### src/rtl/adder_cla_pipe.sv
// Pipelined carry-lookahead adder/subtractor with valid/ready flow control.
// Define ADDER_CLA_PIPE_OVF_EN to build the two's-complement overflow flag (otherwise o_ovf is 0).
module adder_cla_pipe #(
    parameter int unsigned BW  = 32,
    parameter int unsigned BLK = 4,
    parameter int unsigned STG = 2
) (
    input  logic          i_clk,
    input  logic          i_rstn,
    input  logic          i_vld,
    output logic          o_rdy,
    input  logic [BW-1:0] i_a,
    input  logic [BW-1:0] i_b,
    input  logic          i_c,
    input  logic          i_sub,
    output logic          o_vld,
    input  logic          i_rdy,
    output logic [BW-1:0] o_s,
    output logic          o_c,
    output logic          o_ovf
);
    localparam int unsigned W  = BW / STG;
    localparam int unsigned NB = W / BLK;

    // Carry into every bit of a W-bit slice; index W is the slice carry-out.
    function automatic logic [W:0] cla_carries(input logic [W-1:0] a, input logic [W-1:0] b,
                                               input logic cin);
        logic [W-1:0] p;
        logic [W-1:0] g;
        logic [W:0]   c;
        logic         gp;
        logic         gg;
        int unsigned  idx;
        p    = a ^ b;
        g    = a & b;
        c    = '0;
        c[0] = cin;
        for (int unsigned blk = 0; blk < NB; blk++) begin
            gp = 1'b1;
            gg = 1'b0;
            for (int unsigned i = 0; i < BLK; i++) begin
                idx = blk * BLK + i;
                if (i < BLK - 1) begin
                    c[idx+1] = g[idx] | (p[idx] & c[idx]);
                end
                gg = g[idx] | (p[idx] & gg);
                gp = gp & p[idx];
            end
            c[(blk+1)*BLK] = gg | (gp & c[blk*BLK]);
        end
        return c;
    endfunction

    logic [STG-1:0] vld_q, vld_d;
    logic [STG-1:0] c_q, c_d;
    logic [STG-1:0] en_c;
    logic [BW-1:0]  a_q [STG];
    logic [BW-1:0]  a_d [STG];
    logic [BW-1:0]  b_q [STG];
    logic [BW-1:0]  b_d [STG];
    logic [BW-1:0]  s_q [STG];
    logic [BW-1:0]  s_d [STG];
`ifdef ADDER_CLA_PIPE_OVF_EN
    logic cmsb_q, cmsb_d;
`endif

    // Enable chain from the sink backwards, then each stage adds its slice and passes the rest on.
    always_comb begin : stage_comb
        logic          nxt;
        logic [BW-1:0] cur_a;
        logic [BW-1:0] cur_b;
        logic [BW-1:0] cur_s;
        logic          cur_c;
        logic          cur_v;
        logic [W:0]    cy;
        logic [W-1:0]  sl_s;
        en_c  = '0;
        vld_d = vld_q;
        c_d   = c_q;
        a_d   = a_q;
        b_d   = b_q;
        s_d   = s_q;
`ifdef ADDER_CLA_PIPE_OVF_EN
        cmsb_d = cmsb_q;
`endif
        nxt = i_rdy;
        for (int k = int'(STG) - 1; k >= 0; k--) begin
            en_c[k] = ~vld_q[k] | nxt;
            nxt     = en_c[k];
        end
        cur_a = i_a;
        cur_b = i_b ^ {BW{i_sub}};
        cur_s = '0;
        cur_c = i_c;
        cur_v = i_vld;
        for (int unsigned k = 0; k < STG; k++) begin
            cy   = cla_carries(cur_a[k*W +: W], cur_b[k*W +: W], cur_c);
            sl_s = cur_a[k*W +: W] ^ cur_b[k*W +: W] ^ cy[W-1:0];
            if (en_c[k]) begin
                vld_d[k]          = cur_v;
                a_d[k]            = cur_a;
                b_d[k]            = cur_b;
                s_d[k]            = cur_s;
                s_d[k][k*W +: W]  = sl_s;
                c_d[k]            = cy[W];
`ifdef ADDER_CLA_PIPE_OVF_EN
                if (k == STG - 1) begin
                    cmsb_d = cy[W-1];
                end
`endif
            end
            cur_a = a_q[k];
            cur_b = b_q[k];
            cur_s = s_q[k];
            cur_c = c_q[k];
            cur_v = vld_q[k];
        end
    end

    always_ff @(posedge i_clk) begin
        if (!i_rstn) begin
            vld_q <= '0;
            c_q   <= '0;
            for (int unsigned k = 0; k < STG; k++) begin
                a_q[k] <= '0;
                b_q[k] <= '0;
                s_q[k] <= '0;
            end
        end else begin
            vld_q <= vld_d;
            c_q   <= c_d;
            for (int unsigned k = 0; k < STG; k++) begin
                a_q[k] <= a_d[k];
                b_q[k] <= b_d[k];
                s_q[k] <= s_d[k];
            end
        end
    end

`ifdef ADDER_CLA_PIPE_OVF_EN
    // Carry into the MSB, kept alongside the final carry-out.
    always_ff @(posedge i_clk) begin
        if (!i_rstn) begin
            cmsb_q <= 1'b0;
        end else begin
            cmsb_q <= cmsb_d;
        end
    end
    assign o_ovf = cmsb_q ^ c_q[STG-1];
`else
    assign o_ovf = 1'b0;
`endif

    assign o_rdy = en_c[0];
    assign o_vld = vld_q[STG-1];
    assign o_s   = s_q[STG-1];
    assign o_c   = c_q[STG-1];

endmodule

### config.mk
export PLATFORM = sky130hd
export DESIGN_NAME = adder_cla_pipe
export DESIGN_NICKNAME = d
export VERILOG_FILES = /design/src/rtl/adder_cla_pipe.sv
export SDC_FILE = /design/constraint.sdc
export NUM_CORES = 1
export LEC_CHECK = 0
export BUFFER_PORTS_ARGS = -buffer_cell sky130_fd_sc_hd__buf_2
export CORE_AREA = 5 5 91 177
export DETAILED_ROUTE_END_ITERATION = 8
export DIE_AREA = 0 0 96 182
export PLACE_DENSITY = 0.63
export SKIP_LAST_GASP = 1
export SLEW_MARGIN = 5
export SYNTH_ARGS = -nofsm -noshare
export SYNTH_HDL_FRONTEND = slang
export SYNTH_SLANG_ARGS = --single-unit
### constraint.sdc
create_clock -name i_clk -period 3.9 [get_ports i_clk]
set_input_delay 0.39 -clock i_clk [delete_from_list [all_inputs] [get_ports i_clk]]
set_output_delay 0.39 -clock i_clk [all_outputs]
set_load 0.1 [all_outputs]
==> impl_metrics.tcl <==
set metrics [dict create \
    cap_violations 0 \
    route.vias.total 3704 \
    synth_commonest_cells "sky130_fd_sc_hd__nand2_1 (135), sky130_fd_sc_hd__dfxtp_1 (84), sky130_fd_sc_hd__a21boi_0 (48)" \
    wl_per_instance_um 13.6 \
    area_growth_synth_to_finish_pct 14.2 \
    r2r_slack_ns 0.72 \
    worst-endpoint-required_ns 4.17 \
    gp_routability_congestion 0.725 \
    cts-resized-gates 0 \
    share_of_the_clock_period_used_by_the_worst_path_after_layout 0.829 \
    hold_depth 2 \
    crit_slowest_cell "sky130_fd_sc_hd__fa_1" \
    synth.avg_cell_area_um2 9.21 \
    pin_count 106 \
    cts_hold_buffers 0 \
    cts_made_buffers 9 \
    netlist_instances 540 \
    nets 723 \
    synth_nets 666 \
    synth.top_cells.by_area "sky130_fd_sc_hd__dfxtp_1 (34%), sky130_fd_sc_hd__nand2_1 (10%), sky130_fd_sc_hd__fa_1 (9.7%)" \
    post-layout-total-power_mw 2.67 \
    grt_usage 0.130 \
    hold-path-endpoint "vld_q[0]$_SDFFE_PN0P_" \
    finalHoldWorstSlack_ns 0.269 \
    die_height_um 182 \
    die_footprint_mm2 0.0175 \
    setup_violations 0 \
    max_stage_delay_ns 0.44 \
    fillers 1574 \
    clock_tree.root_cell "sky130_fd_sc_hd__clkbuf_16" \
    rsz0062_at_grt "no" \
    dominantRegCellSynth "sky130_fd_sc_hd__dfxtp_1" \
    yosys_register_bits 84 \
    post_synth_instance_area_mm2 0.00498 \
    stdcell_area_mm2 0.00568 \
    placement.io_buffers 104 \
    report.final.slew_viol_count 0 \
    crit_path_cell_trace "buf_2 > buf_4 > xor2_1 > ha_1 > nand2_1 > nor2_1 > a211oi_1 > o21a_4 > fa_1 > fa_1 > fa_1 > xnor2_1 > nand2_1 > a21boi_0" \
    place_ws_ns 0.269 \
    maximum_fanout_encountered_on_the_critical_timing_path 18 \
    drt_wl_total_um 10800 \
    ant_nets 0 \
    drc 0 \
    worstRegToRegCells 12 \
    antenna_cells_inserted 0 \
    grt_antenna_before_repair 1 \
    largest_net_degree_at_the_start_of_global_routing 79 \
    grt_pass1_vias 3822 \
    cellLeakagePower_nw 2.90 \
    worst_ir_drop_vdd_uv 227 \
    floorplan.rows 63 \
    grt-ovfl-total 0 \
    ys_warnings 0 \
    dr.pass1.iters 4 \
    synth-edff-count 0 \
    drive_gt1_frac 0.219 \
    critical_path.reg2reg.startpoint "a_q[48]$_SDFFE_PN0P_" \
    pnr_worst_setup_slack_ns 0.667 \
    final_hold_viol_count 0 \
    hold_path.class "primary input to register" \
    synth_top_area_cell "sky130_fd_sc_hd__dfxtp_1" \
    ctsLongestPathBuffers 2 \
    critPathCaptureType "register" \
    vias_per_cell 4.65 \
    sequential_area_share_after_synthesis 0.338 \
    power.density_cell_area_mw_per_mm2 470 \
    async_flop_share 0 \
    clock_tree_from_tritoncts "done" \
    worst_tran_pin_value_ns 0.922 \
    worst_setup_hold_path_clk_slew_ns 0.06 \
    timing.setup.tns_ns 0 \
    post_cts_buffers 0 \
    initial_core_util 0.339 \
    run_status "finished, final reports clean" \
    dieWidth_um 96 \
    yosysMostFrequentCell "sky130_fd_sc_hd__nand2_1" \
    holdCritStartpoint "i_vld" \
    critPathMostFrequentCell "sky130_fd_sc_hd__fa_1" \
    coreArea_mm2 0.0147 \
    cp-start-kind "primary input" \
    top_achievable_clock_speed_mhz 309 \
    reg2reg_to "o_s[27]$_SDFFE_PN0P_" \
    synthDominantCellAreaShare 0.338 \
    finalCriticalPeriod_ns 3.23 \
    maxSlewHeadroom 0.386 \
    drtIter0Drc 66 \
    crit_arrival_ns 3.50 \
    clock_insertion_delay_worst_skew_ns 0.34 \
    setup_cp_type "primary input to register" \
    clock_sink_count 84 \
    grt_first_pass_wirelength_um 18100 \
    yosys.cell_types.count 40 \
    dpl_cell_area_mm2 0.00537 \
    skew_ns 0.00614 \
    place.detailed.hpwl_um 8120 \
    cts-htree-levels 3 \
]
-- routing by layer --
layer / part of all wire / up-vias / routed length, µm / GRT usage
met5: 0.0012 / - / 13 / 0
met4: 0.018 / 2 / 198 / 0.0485
met3: 0.055 / 14 / 596 / 0.0245
met2: 0.48 / 94 / 5160 / 0.210
met1: 0.45 / 1733 / 4860 / 0.170
li1: - / 1861 / - / -
-- flip-flops by register name, summed over array words and instances, names as in the netlist --
signal  count
o_s        32
a_q        16
vld_q       2
c_q         2
b_q        16
s_q        16
-- metrics by stage --
step           std cells   util
2_1_floorplan        540      -
3_3_place_gp         781  0.366
3_5_place_dp         781  0.366
4_1_cts              797  0.388
5_1_grt              797  0.388
6_report             797  0.388
-- area by class of cell --
cell class,count,area [µm²],area share
multi-input combinational,362,2770,0.487
sequential,84,1680,0.296
timing repair buffer,110,566,0.0995
tap,195,244,0.0429
clock buffer,9,225,0.0396
inverter,30,115,0.0203
clock inverter,7,85.1,0.0150
-- cells by family (layout without fill, tap and decap cells) --
family / Yosys count / in the layout / synth area share
adders and majority gates: 56 / 56 / 0.177
and+or+nand+nor: 156 / 156 / 0.126
DFF: 84 / 84 / 0.338
buffers and inverters: 94 / 156 / 0.107
other: 1 / 1 / 0.000754
AOI/OAI and AO/OA: 109 / 109 / 0.181
xor gates and xnor gates: 40 / 40 / 0.0704
-- power breakdown --
group / switching [mW] / internal, mW
combinational: 0.534 / 0.244
clock: 0.368 / 0.507
sequential: 0.0592 / 0.956
-- critical path, delay by kind of cell --
kind / cells / cell delay [ns]
AO/OA/AOI/OAI: 3 / 0.39
XOR/XNOR: 2 / 0.26
adder cells (fa/ha/maj): 4 / 1.62
buffers and inverters: 2 / 0.61
AND/OR/NAND/NOR: 3 / 0.23
-- placed cells by master (no fill, tap or decap), types with 16 or more instances in the layout --
master                       n
sky130_fd_sc_hd__xnor2_1    24
sky130_fd_sc_hd__o211a_1    32
sky130_fd_sc_hd__nand2_1   135
sky130_fd_sc_hd__ha_1       32
sky130_fd_sc_hd__fa_1       24
sky130_fd_sc_hd__xor2_1     16
sky130_fd_sc_hd__inv_1      29
sky130_fd_sc_hd__a21boi_0   48
sky130_fd_sc_hd__dfxtp_1    84
sky130_fd_sc_hd__buf_2     104
-- worst max path at each step --
stage | from | to | slack (ns) | cells past startpoint
global placement | i_sub | s_q[47]$_SDFFE_PN0P_ | 0.35 | 13
detailed placement | i_sub | s_q[47]$_SDFFE_PN0P_ | 0.27 | 14
global route | i_sub | s_q[47]$_SDFFE_PN0P_ | 0.45 | 14
floorplan | i_sub | s_q[47]$_SDFFE_PN0P_ | 0.35 | 14
finish | i_sub | s_q[47]$_SDFFE_PN0P_ | 0.67 | 14
CTS | i_sub | s_q[47]$_SDFFE_PN0P_ | 0.62 | 14
Note: power is estimated with default switching activity, not from simulation.
